<file path="src/rtl/loop_act_capture.sv">
// Pass-end capture stage: snapshots act1/act2 totals into a 2-entry valid/ready record FIFO.
// Define LOOP_ACT_CHECK_EN to compile in the expected-total comparator and err_cnt.
module loop_act_capture #(
    parameter logic [7:0] EXP_ACT1 = 8'd10,
    parameter logic [7:0] EXP_ACT2 = 8'd100
) (
    input  logic        clk,
    input  logic        rst_n,
    input  logic [1:0]  phase_in,
    input  logic [7:0]  act1_in,
    input  logic [7:0]  act2_in,
    output logic        rec_valid,
    input  logic        rec_ready,
    output logic [7:0]  rec_act1,
    output logic [7:0]  rec_act2,
    output logic [7:0]  rec_pass_id,
    output logic        rec_err,
    output logic [15:0] pass_cnt,
    output logic [7:0]  err_cnt,
    output logic [7:0]  drop_cnt,
    output logic        ovf
);

    logic [1:0] phase_d;
    logic       pe;
    logic       err;
    logic       push;
    logic       pop;
    logic       drop;
    logic [7:0] pid;
    logic       wr_ptr;
    logic       rd_ptr;
    logic [1:0] count;

    logic [7:0] mem_act1 [2];
    logic [7:0] mem_act2 [2];
    logic [7:0] mem_pid  [2];
    logic       mem_err  [2];

    assign pe = (phase_in == 2'd1) && (phase_d != 2'd1);

`ifdef LOOP_ACT_CHECK_EN
    assign err = (act1_in != EXP_ACT1) || (act2_in != EXP_ACT2);
`else
    // Comparator removed; the reduction keeps the expected totals referenced but is constant 0.
    assign err = &{1'b0, EXP_ACT1, EXP_ACT2};
`endif

    // A pop frees a slot in the same cycle, so a full FIFO can still accept a push.
    assign rec_valid = (count != 2'd0);
    assign pop       = rec_valid && rec_ready;
    assign push      = pe && ((count < 2'd2) || pop);
    assign drop      = pe && !push;

    assign rec_act1    = mem_act1[rd_ptr];
    assign rec_act2    = mem_act2[rd_ptr];
    assign rec_pass_id = mem_pid[rd_ptr];
    assign rec_err     = mem_err[rd_ptr];

    always_ff @(posedge clk or negedge rst_n) begin
        if (!rst_n) begin
            phase_d  <= 2'd0;
            pid      <= 8'd0;
            pass_cnt <= 16'd0;
            drop_cnt <= 8'd0;
            ovf      <= 1'b0;
            wr_ptr   <= 1'b0;
            rd_ptr   <= 1'b0;
            count    <= 2'd0;
            for (int i = 0; i < 2; i++) begin
                mem_act1[i] <= 8'd0;
                mem_act2[i] <= 8'd0;
                mem_pid[i]  <= 8'd0;
                mem_err[i]  <= 1'b0;
            end
        end else begin
            phase_d <= phase_in;
            if (pe) begin
                pass_cnt <= pass_cnt + 16'd1;
                pid      <= pid + 8'd1;
            end
            if (push) begin
                mem_act1[wr_ptr] <= act1_in;
                mem_act2[wr_ptr] <= act2_in;
                mem_pid[wr_ptr]  <= pid;
                mem_err[wr_ptr]  <= err;
                wr_ptr           <= ~wr_ptr;
            end
            if (pop) begin
                rd_ptr <= ~rd_ptr;
            end
            if (push && !pop) begin
                count <= count + 2'd1;
            end else if (pop && !push) begin
                count <= count - 2'd1;
            end
            if (drop) begin
                if (drop_cnt != 8'hFF) begin
                    drop_cnt <= drop_cnt + 8'd1;
                end
                ovf <= 1'b1;
            end
        end
    end

`ifdef LOOP_ACT_CHECK_EN
    always_ff @(posedge clk or negedge rst_n) begin
        if (!rst_n) begin
            err_cnt <= 8'd0;
        end else if (pe && err && (err_cnt != 8'hFF)) begin
            err_cnt <= err_cnt + 8'd1;
        end
    end
`else
    assign err_cnt = 8'd0;
`endif

endmodule

</file>
<file path="config.mk">
export PLATFORM = sky130hd
export DESIGN_NAME = loop_act_capture
export DESIGN_NICKNAME = d
export VERILOG_FILES = /design/src/rtl/loop_act_capture.sv
export SDC_FILE = /design/constraint.sdc
export NUM_CORES = 1
export LEC_CHECK = 0
export ABC_CLOCK_PERIOD_IN_PS = 1900
export CORE_MARGIN = 3
export CORE_UTILIZATION = 51
export CTS_CLUSTER_DIAMETER = 60
export DETAILED_ROUTE_END_ITERATION = 7
export GPL_TIMING_DRIVEN = 0
export PLACE_DENSITY = 0.76
export SYNTH_ARGS = -nofsm -noshare
export SYNTH_HDL_FRONTEND = slang
export SYNTH_SLANG_ARGS = --single-unit
</file>
<file path="constraint.sdc">
create_clock -name clk -period 1.9 [get_ports clk]
set_input_delay 0.285 -clock clk [delete_from_list [all_inputs] [get_ports clk]]
set_output_delay 0.285 -clock clk [all_outputs]
set_load 0.005 [all_outputs]
</file>
## Word-level counts from Yosys, hierarchy flattened

Index checks and enable logic that the tools add are counted.

| cells by class | value |
|---|---|
| add/subtract/negate cells | 5 |
| multiply operators | 0 |
| div/mod/pow operators | 0 |
| $lt $le $gt $ge | 4 |
| equal/unequal tests | 3 |
| shifts and indexed selects | 0 |
| multiplexer cells | 21 |
| bitwise operators | 6 |
| reduce and logical (&&, ||, !) cells | 13 |

Operator list:

| operator | count |
|---|---|
| $mux 8 | 10 |
| $bwmux 16 | 3 |
| $add 16x1->16 const B | 1 |
| $add 8x1->8 const B | 2 |
| $demux 8 s1 | 1 |
| $ne 8x8->1 const B | 1 |
| $logic_and 1x1->1 | 7 |
| $ge 2x2->1 const B | 2 |
| $mux 1 | 4 |
| $mux 2 | 2 |
| $not 1->2 | 2 |
| $reduce_bool 2->1 | 2 |
| $add 2x1->2 const B | 1 |
| $and 2x2->2 | 1 |
| $eq 2x1->1 const B | 1 |
| $logic_not 1->1 | 2 |
| $lt 2x1->1 const B | 1 |
| $lt 2x2->1 const B | 1 |
| $ne 2x1->1 const B | 1 |
| $not 1->1 | 2 |
| $not 2->2 | 1 |
| $reduce_and 2->1 | 1 |
| $sub 2x1->2 const B | 1 |
| $demux 1 s1 | 1 |
| $logic_or 1x1->1 | 1 |

| word-level totals | value |
|---|---|
| register bits after elaboration | 89 |
| latch bits | 0 |
| bits in writable memories | 0 |
| memory bits (read-only) | 0 |
| bits of input ports | 21 |
| output and inout port bits | 59 |
| word-level logic and storage cells | 68 |
| memories | 0 |

## Longest topological paths before layout

| logic depth | value |
|---|---|
| depth in word-level cells | 8 |
| depth in mapped cells | 6 |
| mapped depth without buffers | 6 |

## Least setup slack after synthesis

No wires, ideal clock.

| timing | value |
|---|---|
| path type | register to register |
| from | reg phase_d[0] |
| to | reg mem_act1[10] (netlist name) |
| arrival | 1.648 ns |
| required time | 1.775 ns |
| slack | 0.128 ns |
| cell stages (with the launch flop) | 7 |
| buffers on the path | 2 |
| path through | dfrtp_1 nor2b_2 or2_1 buf_2 nor3_4 buf_6 mux2_2 |

| on the way | value |
|---|---|
| longest elaborated chain between the ends | 3 |

RTL lines:

| what | RTL line | text |
|---|---|---|
| from (decl) | 24 | `logic [1:0] phase_d;` |
| from (signal assigned) | 77 | `phase_d <= phase_in;` |
| $ne 2x1->1 | 40 | `assign pe = (phase_in == 2'd1) && (phase_d != 2'd1);` |
| $logic_and 1x1->1 | 40 |  |
| $logic_and 1x1->1 | 52 | `assign push = pe && ((count < 2'd2) \|\| pop);` |
| to (signal, indexed assignment) | 83 | `mem_act1[wr_ptr] <= act1_in;` |
| to (decl) | 35 | `logic [7:0] mem_act1 [2];` |

No other way between the ends.
A chain may end at the register's enable or synchronous reset.

## Worst setup path after layout

| timing | value |
|---|---|
| from | reg rd_ptr |
| to | out rec_act1[3] |

| on the way | value |
|---|---|
| longest elaborated chain between the ends | 4 |

RTL lines:

| what | RTL line | text |
|---|---|---|
| from (decl) | 32 | `logic rd_ptr;` |
| from (signal assigned) | 90 | `rd_ptr <= ~rd_ptr;` |
| $not 1->2 (not written as such) | 55 | `assign rec_act1 = mem_act1[rd_ptr];` |
| $mux 8 (not written as such) (3 in series) | 55 |  |
| to (decl) | 14 | `output logic [7:0] rec_act1,` |

No other way between the ends. The select of a mux whose other input is x is not followed.

==> impl_metrics.yaml <==
logic_synthesis:
  ys.warnings.count: 0
  number_of_synthesized_flops_with_an_enable_pin: 0
  netlist_instances: 296
  synth.top_cell.area_share_pct: 55.6
  yosysUniqueCellTypes: 36
  synth_top_cells_by_count: "sky130_fd_sc_hd__dfrtp_1 (89), sky130_fd_sc_hd__mux2_2 (75), sky130_fd_sc_hd__xnor2_1 (21)"
  syn-cell-area_um2: 4000
  synthMostInstantiatedCell: "sky130_fd_sc_hd__dfrtp_1"
  post_synth.cell_area_avg_um2: 13.5
  postSynthRegisterBits: 89
  synth.area.top_cells: "sky130_fd_sc_hd__dfrtp_1 (56%), sky130_fd_sc_hd__mux2_2 (21%), sky130_fd_sc_hd__xnor2_1 (4.6%)"
  yosys.area.top_type: "sky130_fd_sc_hd__dfrtp_1"
  synth_top_flop_cell: "sky130_fd_sc_hd__dfrtp_1"
  seq_area_frac_synth_pct: 55.6
  async_reset_ff_share_pct: 100
global_routing:
  grt_start_max_net_pins: 65
  globalRouteTotalUtil_pct: 18.5
  global_route.overflow_total: 0
  grt_first_pass_wirelength_mm: 12.9
  grt_pass1_vias: 2610
  antenna_violations_before_repair: 0
timing:
  fmax_mhz: 537
  maxSlewViolCount: 0
  timing.final.setup_violations: 0
  final.min_clock_period_ns: 1.86
  tightest_slew_ns: 0.757
  fin_skew_ns: 0.0161
  rsz0062_at_grt: "yes"
  worst_slew_margin_rel_pct: 49.1
  hold_viol_final: 0
  min_period_over_period_pct: 98.1
cts:
  numCtsBuffers: 9
  clock_latency_ns: 0.35
  clk_pin_slew_worst_paths_ns: 0.08
  cts_htree_levels: 3
  cts_root_buffer: "sky130_fd_sc_hd__clkbuf_8"
  max-clock-path-buffers: 2
  tritoncts_clock_tree: "built"
  cts_sinks: 89
floorplan:
  design.core.area_um2: 7450
  start_util_pct: 53.8
  placementRows: 31
  die_h_um: 94.6
  number_of_top_level_design_ports: 80
  dieWidth_um: 94.6
  die-area_um2: 8950
final_layout:
  multiInputGateArea_um2: 1670
  drive_above_1_share_pct: 32.4
  final_cell_area_excluding_filler_cells_um2: 5220
  seq_area_um2: 2230
  insertedDiodeCount: 0
  syn_to_final_growth_pct: 30.4
  instances_no_fill: 500
  design.final.nets: 421
  fillers: 554
power_and_ir_drop:
  total_power_mw: 7.14
  sw_pwr_mw: 2.09
  p_int_mw: 5.05
  power-per-cell-area_nw_per_um2: 1370
  power.share.clock_pct: 20.2
  seqPwrFrac_pct: 43.2
  power.share.switching_pct: 29.2
  max-vdd-ir-drop_uv: 599
  p_comb_share_pct: 36.5
  leakagePower_nw: 2.34
flow_run:
  max_cap_viol_count: 0
critical_path:
  worstPathMaxFanout: 10
  critPathKind: "flop to output port"
  required_ns: 1.62
  count_of_cells_along_the_worst_register_to_register_path: 7
  arrival_ns: 1.58
  capturing_element_type_of_the_critical_path: "output port"
  setup.worst_path.start_class: "flop"
detailed_routing:
  postRouteWirelength_mm: 7.56
  vias_per_cell: 5.07
  drt_first_iter_violations: 94
  dr_total_vias: 2537
  post_drt_wl_per_cell_um: 15.1
  dr.pass1.iters: 4
  antenna_violating_nets_left: 0
  drcViolationCount: 0
hold_path:
  hold_path_depth: 1
  hold_path.class: "input pin to flop"
placed_design:
  place_congestion: 0.699
  placed_cells_incl_taps: 474
  port_buffers: 71
  detailed_place.area_um2: 4890
  hpwl_mm: 5.11
run_status:
  outcome: "completed"
## path summary, 6_finish.rpt
path                                  start  slack (ns)      endpoint
worst max-delay path                 rd_ptr        0.04   rec_act1[3]
worst min-delay path            phase_in[0]        0.25    phase_d[0]
worst max register to register   phase_d[0]        0.07  mem_act1[14]
worst min register to register          ovf        0.47           ovf
max in group asynchronous             rst_n        0.89        rd_ptr
min in group asynchronous             rst_n        0.38  mem_act1[10]
## layer usage
layer	wire length [um]	share of wire, %	global-route usage (%)	up-vias
li1	-	-	-	1216
met1	3470	46	26.5	1239
met2	3530	47	27.7	72
met3	460	6.1	4.46	10
met4	104	1.4	6.13	0
met5	0	0	0	-
## power by group through the flow
stage	clock network, mW	registers, mW	logic [mW]
floorplan	0	2.99	1.49
global route	1.57	3.21	2.88
CTS	1.48	3.10	2.62
finish	1.45	3.09	2.61
detailed placement	0	3.11	2.75
global placement	0	3.06	2.71
## cell type report
type | instances | area share (%)
buffer | 17 | 2.73
clock buffer | 9 | 2.37
clock inverter | 7 | 1.94
inverter | 2 | 0.144
multi-input combinational | 193 | 32.0
sequential | 89 | 42.7
tap | 99 | 2.37
timing repair buffer | 84 | 15.7
## cell families (layout without fill, tap and decap cells)
| kind of cell | after synthesis | in the layout | synth area share, % |
|---|---|---|---|
| AO/OA/AOI/OAI | 3 | 3 | 0.437 |
| XOR/XNOR | 32 | 32 | 7.00 |
| adder cells (fa/ha/maj) | 4 | 4 | 1.25 |
| buffers and inverters | 21 | 119 | 3.38 |
| flip-flops | 89 | 89 | 55.6 |
| multiplexers | 75 | 75 | 21.1 |
| other | 1 | 8 | 0.0937 |
| AND/OR/NAND/NOR | 71 | 71 | 11.1 |
## metrics by stage
step	hold WS, ns	TNS [ns]	utilization [%]	worst slack [ns]
6_report	0.254	0	70.1	0.0362
5_1_grt	0.255	-0.338	70.1	-0.0397
4_1_cts	0.241	-0.0903	69.7	-0.0903
3_5_place_dp	0.221	-28.18	65.7	-0.520
3_3_place_gp	0.453	-263.41	65.3	-2.65
2_1_floorplan	-0.0106	0	-	0.128
## what timing repair did
action,CTS,global route
buffers inserted,6,3
setup endpoints to repair,44,24
resized for setup,37,9
hold buffers,1,0
cloned,2,0
pin swaps,1,0
hold endpoints to repair,25,0
## state kept, by name (all words and copies together) (netlist names)
signal / flops
wr_ptr: 1
ovf: 1
drop_cnt: 8
phase_d: 2
mem_pid: 16
pid: 8
pass_cnt: 16
mem_act1: 16
rd_ptr: 1
mem_act2: 16
mem_err: 2
count: 2
## placed cells by master (no fill, tap or decap), drive strengths merged
| cell | netlist | routed |
|---|---|---|
| nand4 | 8 | 8 |
| xnor2 | 21 | 21 |
| or2 | 2 | 2 |
| dlymetal6s2s | 0 | 1 |
| mux2 | 75 | 75 |
| ha | 4 | 4 |
| clkinvlp | 0 | 2 |
| nand3 | 9 | 9 |
| a31oi | 2 | 2 |
| nand4b | 1 | 1 |
| nor3 | 7 | 7 |
| nor4 | 5 | 5 |
| and2 | 4 | 4 |
| and3 | 4 | 4 |
| inv | 2 | 4 |
| clkdlybuf4s15 | 0 | 2 |
| dlygate4sd3 | 0 | 1 |
| or2b | 1 | 1 |
| clkbuf | 3 | 11 |
| conb | 1 | 8 |
| a21oi | 1 | 1 |
| buf | 16 | 28 |
| dlygate4sd2 | 0 | 23 |
| nor2 | 4 | 4 |
| nor2b | 4 | 4 |
| dfrtp | 89 | 89 |
| xor2 | 11 | 11 |
| clkinv | 0 | 1 |
| nand2 | 19 | 19 |
| clkdlybuf4s50 | 0 | 44 |
| nand2b | 1 | 1 |
| or3b | 1 | 1 |
| and4 | 1 | 1 |
| bufinv | 0 | 2 |
## worst max-delay path: stages, from the launching register on
cell and delay [ns]:
sky130_fd_sc_hd__dfrtp_2 0.44, sky130_fd_sc_hd__buf_4 0.15, sky130_fd_sc_hd__buf_12 0.13, sky130_fd_sc_hd__mux2_2 0.26, sky130_fd_sc_hd__dlygate4sd2_1 0.26
No activity file was read; power rests on OpenSTA's default activity.
